`src/rtl/memory_game_seq_pkg.sv`:
```
// memory_game_pkg: shared state type, note constants and helpers for the tone-memory sequencer.
package memory_game_pkg;
    typedef enum logic [2:0] {IDLE, LOAD, PLAY_NOTE, PLAY_GAP, WAIT_KEY, CHECK, WIN, FAIL} state_t;
    localparam int NOTE_W = 4;
    localparam logic [NOTE_W-1:0] NOTE_REST = 4'h0;
    localparam int DEF_TICK_DIV = 5000000;
    // Patterns are zero-extended to the 16-note maximum so any idx selects in range.
    function automatic logic [NOTE_W-1:0] note_at(logic [63:0] pat, logic [3:0] idx);
        return pat[{idx, 2'b00} +: NOTE_W];
    endfunction
endpackage

```
`src/rtl/memory_game_seq_if.sv`:
```
// memory_game_seq_if: game control, keypad and piezo signals of the round sequencer.
interface memory_game_seq_if #(parameter int NOTES = 8);
    logic start;
    logic [4*NOTES-1:0] pattern;
    logic key_valid;
    logic [3:0] key_code;
    logic [3:0] note_out;
    logic [3:0] round;
    logic busy, await_key, win, fail;
    modport master (output start, pattern, key_valid, key_code,
                    input note_out, round, busy, await_key, win, fail);
    modport slave (input start, pattern, key_valid, key_code,
                   output note_out, round, busy, await_key, win, fail);
endinterface

```
`src/rtl/memory_game_seq_tick_gen.sv`:
```
// tick_gen: enabled prescaler giving a one-cycle tick every DIV enabled cycles; clr restarts it.
module tick_gen #(parameter int DIV = 4) (
    input  logic clk,
    input  logic reset,
    input  logic en,
    input  logic clr,
    output logic tick
);
    localparam int CW = $clog2(DIV);
    logic [CW-1:0] count;
    assign tick = en && count == CW'(DIV - 1);
    always_ff @(posedge clk or negedge reset)
        if (!reset) count <= '0;
        else count <= (clr || tick) ? '0 : en ? count + CW'(1) : count;
endmodule

```
`src/rtl/memory_game_seq.sv`:
```
// memory_game_seq: replays a growing prefix of a latched note pattern and checks player keys.
// Define MEMORY_GAME_TIMEOUT_EN to fail when no key arrives within TIMEOUT_TICKS ticks.
module memory_game_seq
    import memory_game_pkg::*;
#(
    parameter int TICK_DIV = DEF_TICK_DIV,
    parameter int NOTES = 8,
    parameter int TIMEOUT_TICKS = 30
) (
    input logic clk,
    input logic reset,
    memory_game_seq_if.slave bus
);
    state_t state, state_n;
    logic [4*NOTES-1:0] pat;
    logic [3:0] idx, idx_n, rnd, rnd_n, key;
    logic tick, en, timeout, key_hit;
    if (TICK_DIV < 2 || NOTES < 1 || NOTES > 16 || TIMEOUT_TICKS < 1) begin : g_bad_params
        $error("memory_game_seq: illegal parameters");
    end
    assign key_hit = bus.key_valid && bus.key_code != NOTE_REST;
    assign bus.round = rnd;
    assign bus.busy = !(state inside {IDLE, WIN, FAIL});
    assign bus.await_key = state == WAIT_KEY;
    assign bus.win = state == WIN;
    assign bus.fail = state == FAIL;
`ifdef MEMORY_GAME_TIMEOUT_EN
    localparam int TW = $clog2(TIMEOUT_TICKS + 1);
    logic [TW-1:0] wait_ticks;
    assign en = state inside {PLAY_NOTE, PLAY_GAP, WAIT_KEY};
    assign timeout = tick && wait_ticks == TW'(TIMEOUT_TICKS - 1);
    always_ff @(posedge clk or negedge reset)
        if (!reset) wait_ticks <= '0;
        else wait_ticks <= state == WAIT_KEY ? wait_ticks + TW'(tick) : '0;
`else
    assign en = state inside {PLAY_NOTE, PLAY_GAP};
    assign timeout = 1'b0;
`endif
    // Clearing on every state change makes each play state last exactly TICK_DIV cycles.
    tick_gen #(.DIV(TICK_DIV)) u_tick (.clk, .reset, .en, .clr(state_n != state), .tick);
    always_comb begin
        state_n = state;
        idx_n = idx;
        rnd_n = rnd;
        case (state)
            IDLE, WIN, FAIL: if (bus.start) begin
                state_n = LOAD;
                rnd_n = '0;
            end
            LOAD: begin
                state_n = PLAY_NOTE;
                idx_n = '0;
            end
            PLAY_NOTE: state_n = tick ? PLAY_GAP : PLAY_NOTE;
            PLAY_GAP: if (tick) begin
                state_n = idx == rnd ? WAIT_KEY : PLAY_NOTE;
                idx_n = idx == rnd ? '0 : idx + 4'd1;
            end
            WAIT_KEY: state_n = key_hit ? CHECK : timeout ? FAIL : WAIT_KEY;
            CHECK: if (key != note_at(64'(pat), idx)) state_n = FAIL;
            else if (idx != rnd) begin
                state_n = WAIT_KEY;
                idx_n = idx + 4'd1;
            end
            else if (rnd == 4'(NOTES - 1)) state_n = WIN;
            else begin
                state_n = PLAY_NOTE;
                idx_n = '0;
                rnd_n = rnd + 4'd1;
            end
            default: state_n = IDLE;
        endcase
    end
    // The first note leaves LOAD before pat is written, so it is taken from the live pattern.
    always_ff @(posedge clk or negedge reset)
        if (!reset) begin
            state <= IDLE;
            idx <= '0;
            rnd <= '0;
            pat <= '0;
            key <= '0;
            bus.note_out <= NOTE_REST;
        end else begin
            state <= state_n;
            idx <= idx_n;
            rnd <= rnd_n;
            if (state == LOAD) pat <= bus.pattern;
            if (state == WAIT_KEY && key_hit) key <= bus.key_code;
            bus.note_out <= state_n == PLAY_NOTE
                ? note_at(64'(state == LOAD ? bus.pattern : pat), idx_n) : NOTE_REST;
        end
endmodule

```
`src/flat_wrapper.sv`:
```
// flat-port wrapper written by rule: the top's interface ports become plain ports
module memory_game_seq_flat import memory_game_pkg::*;
#(
    parameter int TICK_DIV = DEF_TICK_DIV,
    parameter int NOTES = 8,
    parameter int TIMEOUT_TICKS = 30
)
  (clk, reset, bus_start, bus_pattern, bus_key_valid, bus_key_code, bus_note_out, bus_round, bus_busy, bus_await_key, bus_win, bus_fail);
  memory_game_seq_if #(.NOTES(NOTES)) bus_i ();
  input logic clk;
  input logic reset;
  input wire logic [$bits(bus_i.start)-1:0] bus_start;
  input wire logic [$bits(bus_i.pattern)-1:0] bus_pattern;
  input wire logic [$bits(bus_i.key_valid)-1:0] bus_key_valid;
  input wire logic [$bits(bus_i.key_code)-1:0] bus_key_code;
  output wire logic [$bits(bus_i.note_out)-1:0] bus_note_out;
  output wire logic [$bits(bus_i.round)-1:0] bus_round;
  output wire logic [$bits(bus_i.busy)-1:0] bus_busy;
  output wire logic [$bits(bus_i.await_key)-1:0] bus_await_key;
  output wire logic [$bits(bus_i.win)-1:0] bus_win;
  output wire logic [$bits(bus_i.fail)-1:0] bus_fail;
  assign bus_i.start = bus_start;
  assign bus_i.pattern = bus_pattern;
  assign bus_i.key_valid = bus_key_valid;
  assign bus_i.key_code = bus_key_code;
  assign bus_note_out = bus_i.note_out;
  assign bus_round = bus_i.round;
  assign bus_busy = bus_i.busy;
  assign bus_await_key = bus_i.await_key;
  assign bus_win = bus_i.win;
  assign bus_fail = bus_i.fail;
  memory_game_seq #(.TICK_DIV(TICK_DIV), .NOTES(NOTES), .TIMEOUT_TICKS(TIMEOUT_TICKS)) u_core (.clk(clk), .reset(reset), .bus(bus_i));
endmodule
```
`config.mk`:
```
export PLATFORM = sky130hd
export DESIGN_NAME = memory_game_seq_flat
export DESIGN_NICKNAME = d
export VERILOG_FILES = /design/src/rtl/memory_game_seq_pkg.sv /design/src/rtl/memory_game_seq_if.sv /design/src/rtl/memory_game_seq_tick_gen.sv /design/src/rtl/memory_game_seq.sv /design/src/flat_wrapper.sv
export SDC_FILE = /design/constraint.sdc
export NUM_CORES = 1
export LEC_CHECK = 0
export ABC_AREA = 1
export BUFFER_PORTS_ARGS = -buffer_cell sky130_fd_sc_hd__buf_2
export CORE_ASPECT_RATIO = 1.25
export CORE_MARGIN = 4
export CORE_UTILIZATION = 59
export CTS_CLUSTER_SIZE = 40
export DETAILED_ROUTE_END_ITERATION = 10
export PLACE_DENSITY = 0.8
export SLEW_MARGIN = 20
export SYNTH_ARGS = -nofsm -noshare
export SYNTH_HDL_FRONTEND = slang
export SYNTH_SLANG_ARGS = --single-unit
```
`constraint.sdc`:
```
create_clock -name clk -period 2.4 [get_ports clk]
set_input_delay 0.48 -clock clk [delete_from_list [all_inputs] [get_ports clk]]
set_output_delay 0.48 -clock clk [all_outputs]
set_load 0.02 [all_outputs]
```
==> impl_results.html <==
<table>
<tr><th>Metric</th><th>Value</th></tr>
<tr><th colspan="2">Run status</th></tr>
<tr><td>Outcome</td><td>finished with violations</td></tr>
<tr><td>Failing checks</td><td>negative setup slack</td></tr>
<tr><th colspan="2">Routing</th></tr>
<tr><td>Number of vias in the routed layout</td><td>4,574</td></tr>
<tr><td>DRC violations left</td><td>0</td></tr>
<tr><td>Detailed-routing iteration count for the pre-antenna-repair pass</td><td>6</td></tr>
<tr><td>Drt via density</td><td>5.675</td></tr>
<tr><td>Number of routed nets with antenna violations</td><td>0</td></tr>
<tr><td>Final routed wire length divided by cell count</td><td>15.23 um</td></tr>
<tr><td>First-iteration detailed-routing DRC count</td><td>402</td></tr>
<tr><td>Routed Wire Length</td><td>12,280 um</td></tr>
<tr><th colspan="2">Clock tree</th></tr>
<tr><td>CTS clk-pin slew, worst paths</td><td>0.08 ns</td></tr>
<tr><td>Root Driver</td><td>sky130_fd_sc_hd__clkbuf_8</td></tr>
<tr><td>H-tree lvl count</td><td>3</td></tr>
<tr><td>Source-to-sink clock delay at the later pin of the worst-skew pair</td><td>0.36 ns</td></tr>
<tr><td>Count of clock tree sinks</td><td>74</td></tr>
<tr><td>CTS buffer count</td><td>9</td></tr>
<tr><td>Bufs on Longest Clock Path</td><td>2</td></tr>
<tr><td>Hold-fix buffers, CTS</td><td>0</td></tr>
<tr><td>Clock tree from TritonCTS</td><td>done</td></tr>
<tr><th colspan="2">Power</th></tr>
<tr><td>Design Power</td><td>7932 uW</td></tr>
<tr><td>Maximum vdd drop</td><td>1432 uV</td></tr>
<tr><td>Static leakage</td><td>0.002709 uW</td></tr>
<tr><td>Power density relative to cell area</td><td>1447 mW/mm^2</td></tr>
<tr><th colspan="2">Die</th></tr>
<tr><td>Starting density of the core</td><td>61.32%</td></tr>
<tr><td>Die Outline Area</td><td>0.009267 mm^2</td></tr>
<tr><td>X dimension of the die</td><td>86.91 um</td></tr>
<tr><td>Num rows</td><td>35</td></tr>
<tr><td>Die Height</td><td>106.6 um</td></tr>
<tr><td>Number of top-level pins</td><td>52</td></tr>
<tr><td>Placeable core area</td><td>0.007488 mm^2</td></tr>
<tr><th colspan="2">Finish</th></tr>
<tr><td>Fraction of layout instances using a drive strength above 1</td><td>23.95%</td></tr>
<tr><td>Count of nets after finishing</td><td>755</td></tr>
<tr><td>Register cell area after layout</td><td>0.001856 mm^2</td></tr>
<tr><td>Syn-to-layout area delta</td><td>19.37%</td></tr>
<tr><td>Antenna fix cells</td><td>0</td></tr>
<tr><td>Final std cells w/o fill</td><td>806</td></tr>
<tr><td>Fillers</td><td>579</td></tr>
<tr><td>Area taken by multi-input logic gates</td><td>0.002313 mm^2</td></tr>
<tr><th colspan="2">Synth</th></tr>
<tr><td>Post-synthesis cell type with the largest combined area</td><td>sky130_fd_sc_hd__dfrtp_1</td></tr>
<tr><td>Leading cell types by total area after synthesis</td><td>sky130_fd_sc_hd__dfrtp_1, sky130_fd_sc_hd__nand2_1, sky130_fd_sc_hd__nand3_1, sky130_fd_sc_hd__inv_1, sky130_fd_sc_hd__nor2_1</td></tr>
<tr><td>Post-synthesis sequential area ratio</td><td>40.33%</td></tr>
<tr><td>Synthesized area per cell</td><td>7.300 um^2</td></tr>
<tr><td>Multiplexer share of the synthesized area</td><td>0.9537%</td></tr>
<tr><td>Synthesized cell area</td><td>0.004592 mm^2</td></tr>
<tr><td>Main combinational cell family by area after synthesis</td><td>simple AND/OR/NAND/NOR gates</td></tr>
<tr><td>Seq cells post-synth</td><td>74</td></tr>
<tr><td>Xor and xnor area share after synthesis</td><td>4.768%</td></tr>
<tr><td>Total nets after synthesis</td><td>672</td></tr>
<tr><td>Post-synthesis simple-gate area fraction</td><td>33.62%</td></tr>
<tr><td>Post-synthesis compound-gate area fraction</td><td>8.202%</td></tr>
<tr><td>Adder-cell share of the synthesized area</td><td>0.8174%</td></tr>
<tr><td>Post-synth top area share</td><td>40.33%</td></tr>
<tr><td>Instance count of the mapped netlist</td><td>629</td></tr>
<tr><td>Synth warnings</td><td>0</td></tr>
<tr><td>Count of cell types in the netlist</td><td>37</td></tr>
<tr><th colspan="2">Timing</th></tr>
<tr><td>Count of endpoints failing setup in the final report</td><td>16</td></tr>
<tr><td>Pins over their slew limit</td><td>0</td></tr>
<tr><td>Final Worst Setup Slack</td><td>-0.05817 ns</td></tr>
<tr><td>Max Clock Freq</td><td>0.4068 GHz</td></tr>
<tr><td>Post-route clock skew</td><td>0.01103 ns</td></tr>
<tr><td>Final hold violation count</td><td>0</td></tr>
<tr><td>Setup TNS</td><td>-0.1620 ns</td></tr>
<tr><td>Relative slew slack</td><td>56.37%</td></tr>
<tr><td>Final min period</td><td>2.458 ns</td></tr>
<tr><td>Period utilization</td><td>102.4%</td></tr>
<tr><td>Unrepaired setup endpoints after global routing</td><td>true</td></tr>
<tr><td>Pin slew with the least headroom to its limit</td><td>0.6544 ns</td></tr>
<tr><th colspan="2">Global routing</th></tr>
<tr><td>Global-route wire length before repair</td><td>19,550 um</td></tr>
<tr><td>Initial antenna violation count</td><td>0</td></tr>
<tr><td>Tot GR Track Use</td><td>26.43%</td></tr>
<tr><td>Number of global-route vias before repair</td><td>4,396</td></tr>
<tr><td>Pin count of the biggest net entering global routing</td><td>62</td></tr>
<tr><td>Aggregate global routing overflow</td><td>0</td></tr>
<tr><th colspan="2">Setup path</th></tr>
<tr><td>Worst-path maximum fanout</td><td>7</td></tr>
<tr><td>Worst Path Class, Setup</td><td>reg -&gt; reg</td></tr>
<tr><td>Required time at the worst-slack endpoint</td><td>2.65 ns</td></tr>
<tr><td>Worst setup path start</td><td>u_core.idx[0]</td></tr>
<tr><td>Cell-by-cell listing of the critical path</td><td>buf_12 -&gt; nand2_2 -&gt; o211ai_1 -&gt; nand3_1 -&gt; nand3_1 -&gt; nand2_1 -&gt; nand2_2 -&gt; nor2_4 -&gt; nand2_4 -&gt; nand2_4 -&gt; inv_2 -&gt; nand2_4 -&gt; buf_4 -&gt; nand3_1 -&gt; nand3_1 -&gt; nand3_1 -&gt; nand2_1 -&gt; nor2_2</td></tr>
<tr><td>Arrival time at the worst endpoint</td><td>2.71 ns</td></tr>
<tr><td>Category of the worst setup path launch point</td><td>flop</td></tr>
<tr><td>Worst path slowest cell</td><td>sky130_fd_sc_hd__dfrtp_2</td></tr>
<tr><td>Sort of element at the end of the critical path</td><td>flop</td></tr>
<tr><td>Crit-path most repeated cell</td><td>sky130_fd_sc_hd__nand3_1</td></tr>
<tr><td>Beginning of the worst register-to-register path</td><td>u_core.idx[0]</td></tr>
<tr><td>Maximum single-stage delay on the critical path</td><td>0.50 ns</td></tr>
<tr><th colspan="2">Placement</th></tr>
<tr><td>Setup slack after placement</td><td>0.05264 ns</td></tr>
<tr><td>Final GP Congestion</td><td>0.9669</td></tr>
<tr><td>Placed cells</td><td>784</td></tr>
<tr><td>Post-detail-place hpwl</td><td>8784 um</td></tr>
<tr><td>Buffers on Ports</td><td>51</td></tr>
<tr><th colspan="2">Min path</th></tr>
<tr><td>Kind of path behind the tightest hold check</td><td>in -&gt; async</td></tr>
<tr><th colspan="2">Job</th></tr>
<tr><td>MaxCap Viol Count</td><td>0</td></tr>
</table>
==> cells in the final DEF (no fill, tap or decap), drive strengths merged <==
master	Yosys	layout
o211ai	3	3
mux2i	1	1
inv	104	104
dfrtp	74	74
xnor2	5	5
and3	1	1
nor3	12	12
nand3	82	82
clkbuf	6	11
o31ai	2	2
or2	1	1
clkinvlp	0	1
a21oi	14	14
nand2	138	139
o2111ai	2	2
o221ai	1	1
o21ai	42	42
xor2	20	20
nand4	18	18
buf	11	86
clkinv	3	6
mux2	3	3
nor2	76	76
a22oi	1	1
nor4	6	6
ha	3	3
==> critical path: cells and delay by family, from the launching register on <==
kind                   cells  cell delay, ns
buffers and inverters      3            0.37
AO/OA/AOI/OAI              1            0.08
AND/OR/NAND/NOR           14            1.40
flip-flops                 1            0.50
==> synthesized netlist by cell type <==
master and instances:
sky130_fd_sc_hd__a21oi_1 13, sky130_fd_sc_hd__a21oi_2 1, sky130_fd_sc_hd__a22oi_1 1, sky130_fd_sc_hd__and3_1 1
sky130_fd_sc_hd__buf_2 5, sky130_fd_sc_hd__buf_6 6, sky130_fd_sc_hd__clkbuf_1 6, sky130_fd_sc_hd__clkinv_1 3
sky130_fd_sc_hd__dfrtp_1 74, sky130_fd_sc_hd__ha_1 3, sky130_fd_sc_hd__inv_1 98, sky130_fd_sc_hd__inv_2 5
sky130_fd_sc_hd__inv_4 1, sky130_fd_sc_hd__mux2_2 3, sky130_fd_sc_hd__mux2i_1 1, sky130_fd_sc_hd__nand2_1 129
sky130_fd_sc_hd__nand2_2 7, sky130_fd_sc_hd__nand2_4 2, sky130_fd_sc_hd__nand3_1 81, sky130_fd_sc_hd__nand3_4 1
sky130_fd_sc_hd__nand4_1 18, sky130_fd_sc_hd__nor2_1 55, sky130_fd_sc_hd__nor2_2 20, sky130_fd_sc_hd__nor2_4 1
sky130_fd_sc_hd__nor3_1 11, sky130_fd_sc_hd__nor3_2 1, sky130_fd_sc_hd__nor4_1 6, sky130_fd_sc_hd__o2111ai_1 1
sky130_fd_sc_hd__o2111ai_4 1, sky130_fd_sc_hd__o211ai_1 3, sky130_fd_sc_hd__o21ai_0 41, sky130_fd_sc_hd__o21ai_2 1
sky130_fd_sc_hd__o221ai_1 1, sky130_fd_sc_hd__o31ai_1 2, sky130_fd_sc_hd__or2_1 1, sky130_fd_sc_hd__xnor2_1 5
sky130_fd_sc_hd__xor2_1 20
==> power breakdown <==
group          switching [uW]  leakage, uW  internal (uW)
Combinational            3290      0.00172           1920
Clock                     464    0.0000766            352
Sequential                250     0.000914           1660
Total                    4010      0.00271           3930
==> per-layer routing <==
metal	vias up	share of wire, %	GRT usage, %
met4	0	4.6	14.25
met1	2117	39	31.66
met3	60	6.4	4.689
met5	-	0	0
li1	2176	-	-
met2	221	50	44.41
==> through the flow <==
stage / util [%] / area [um^2] / hold WS (ns)
after global routing: 73.20 / 5482 / 0.2064
after CTS: 70.56 / 5284 / 0.1713
after floorplan: - / 4592 / 0.1844
final: 73.20 / 5482 / 0.1335
after global placement: 68.47 / 5127 / 0.5163
after detailed placement: 68.47 / 5127 / 0.5173
==> kinds of logic after synthesis <==
family | Yosys count
multiplexers | 4
flip-flops | 74
AND/OR/NAND/NOR | 334
adder cells (fa/ha/maj) | 3
XOR/XNOR | 25
AO/OA/AOI/OAI | 65
buffers and inverters | 124
==> flip-flops by register name (all words and copies together), names as in the netlist <==
name,cells
u_core.bus.round,4
u_core.pat,32
u_core.u_tick.count,23
u_core.idx,4
u_core.bus.note_out,4
u_core.key,4
u_core.state,3
==> area by class of cell <==
type                       count  area share [%]
sequential                    74           33.85
inverter                     107           7.464
clock inverter                 4          0.4109
timing repair buffer          88           11.71
multi-input combinational    432           42.20
tap                           92           2.100
clock buffer                   9           2.260
==> path summary, 6_finish.rpt <==
path                                            to  slack [ns]  cells past startpoint
setup / recovery            u_core.bus.note_out[2]       -0.06                     18
hold / removal             u_core.u_tick.count[14]        0.13                      1
setup reg to reg            u_core.bus.note_out[2]       -0.06                     18
hold reg to reg                     u_core.pat[14]        0.54                      2
max in group asynchronous            u_core.pat[9]        1.57                      2
min in group clk                     u_core.pat[6]        0.38                      3
==> timing repair <==
| action | 4_1_cts | 5_1_grt |
|---|---|---|
| setup endpoints to repair | 1 | 30 |
| pin swaps | 0 | 23 |
| cloned | 0 | 3 |
| setup buffers | 0 | 6 |
| gates resized for setup | 2 | 35 |
| hold endpoints to repair | 0 | 0 |
No activity file was read; power rests on OpenSTA's default activity.
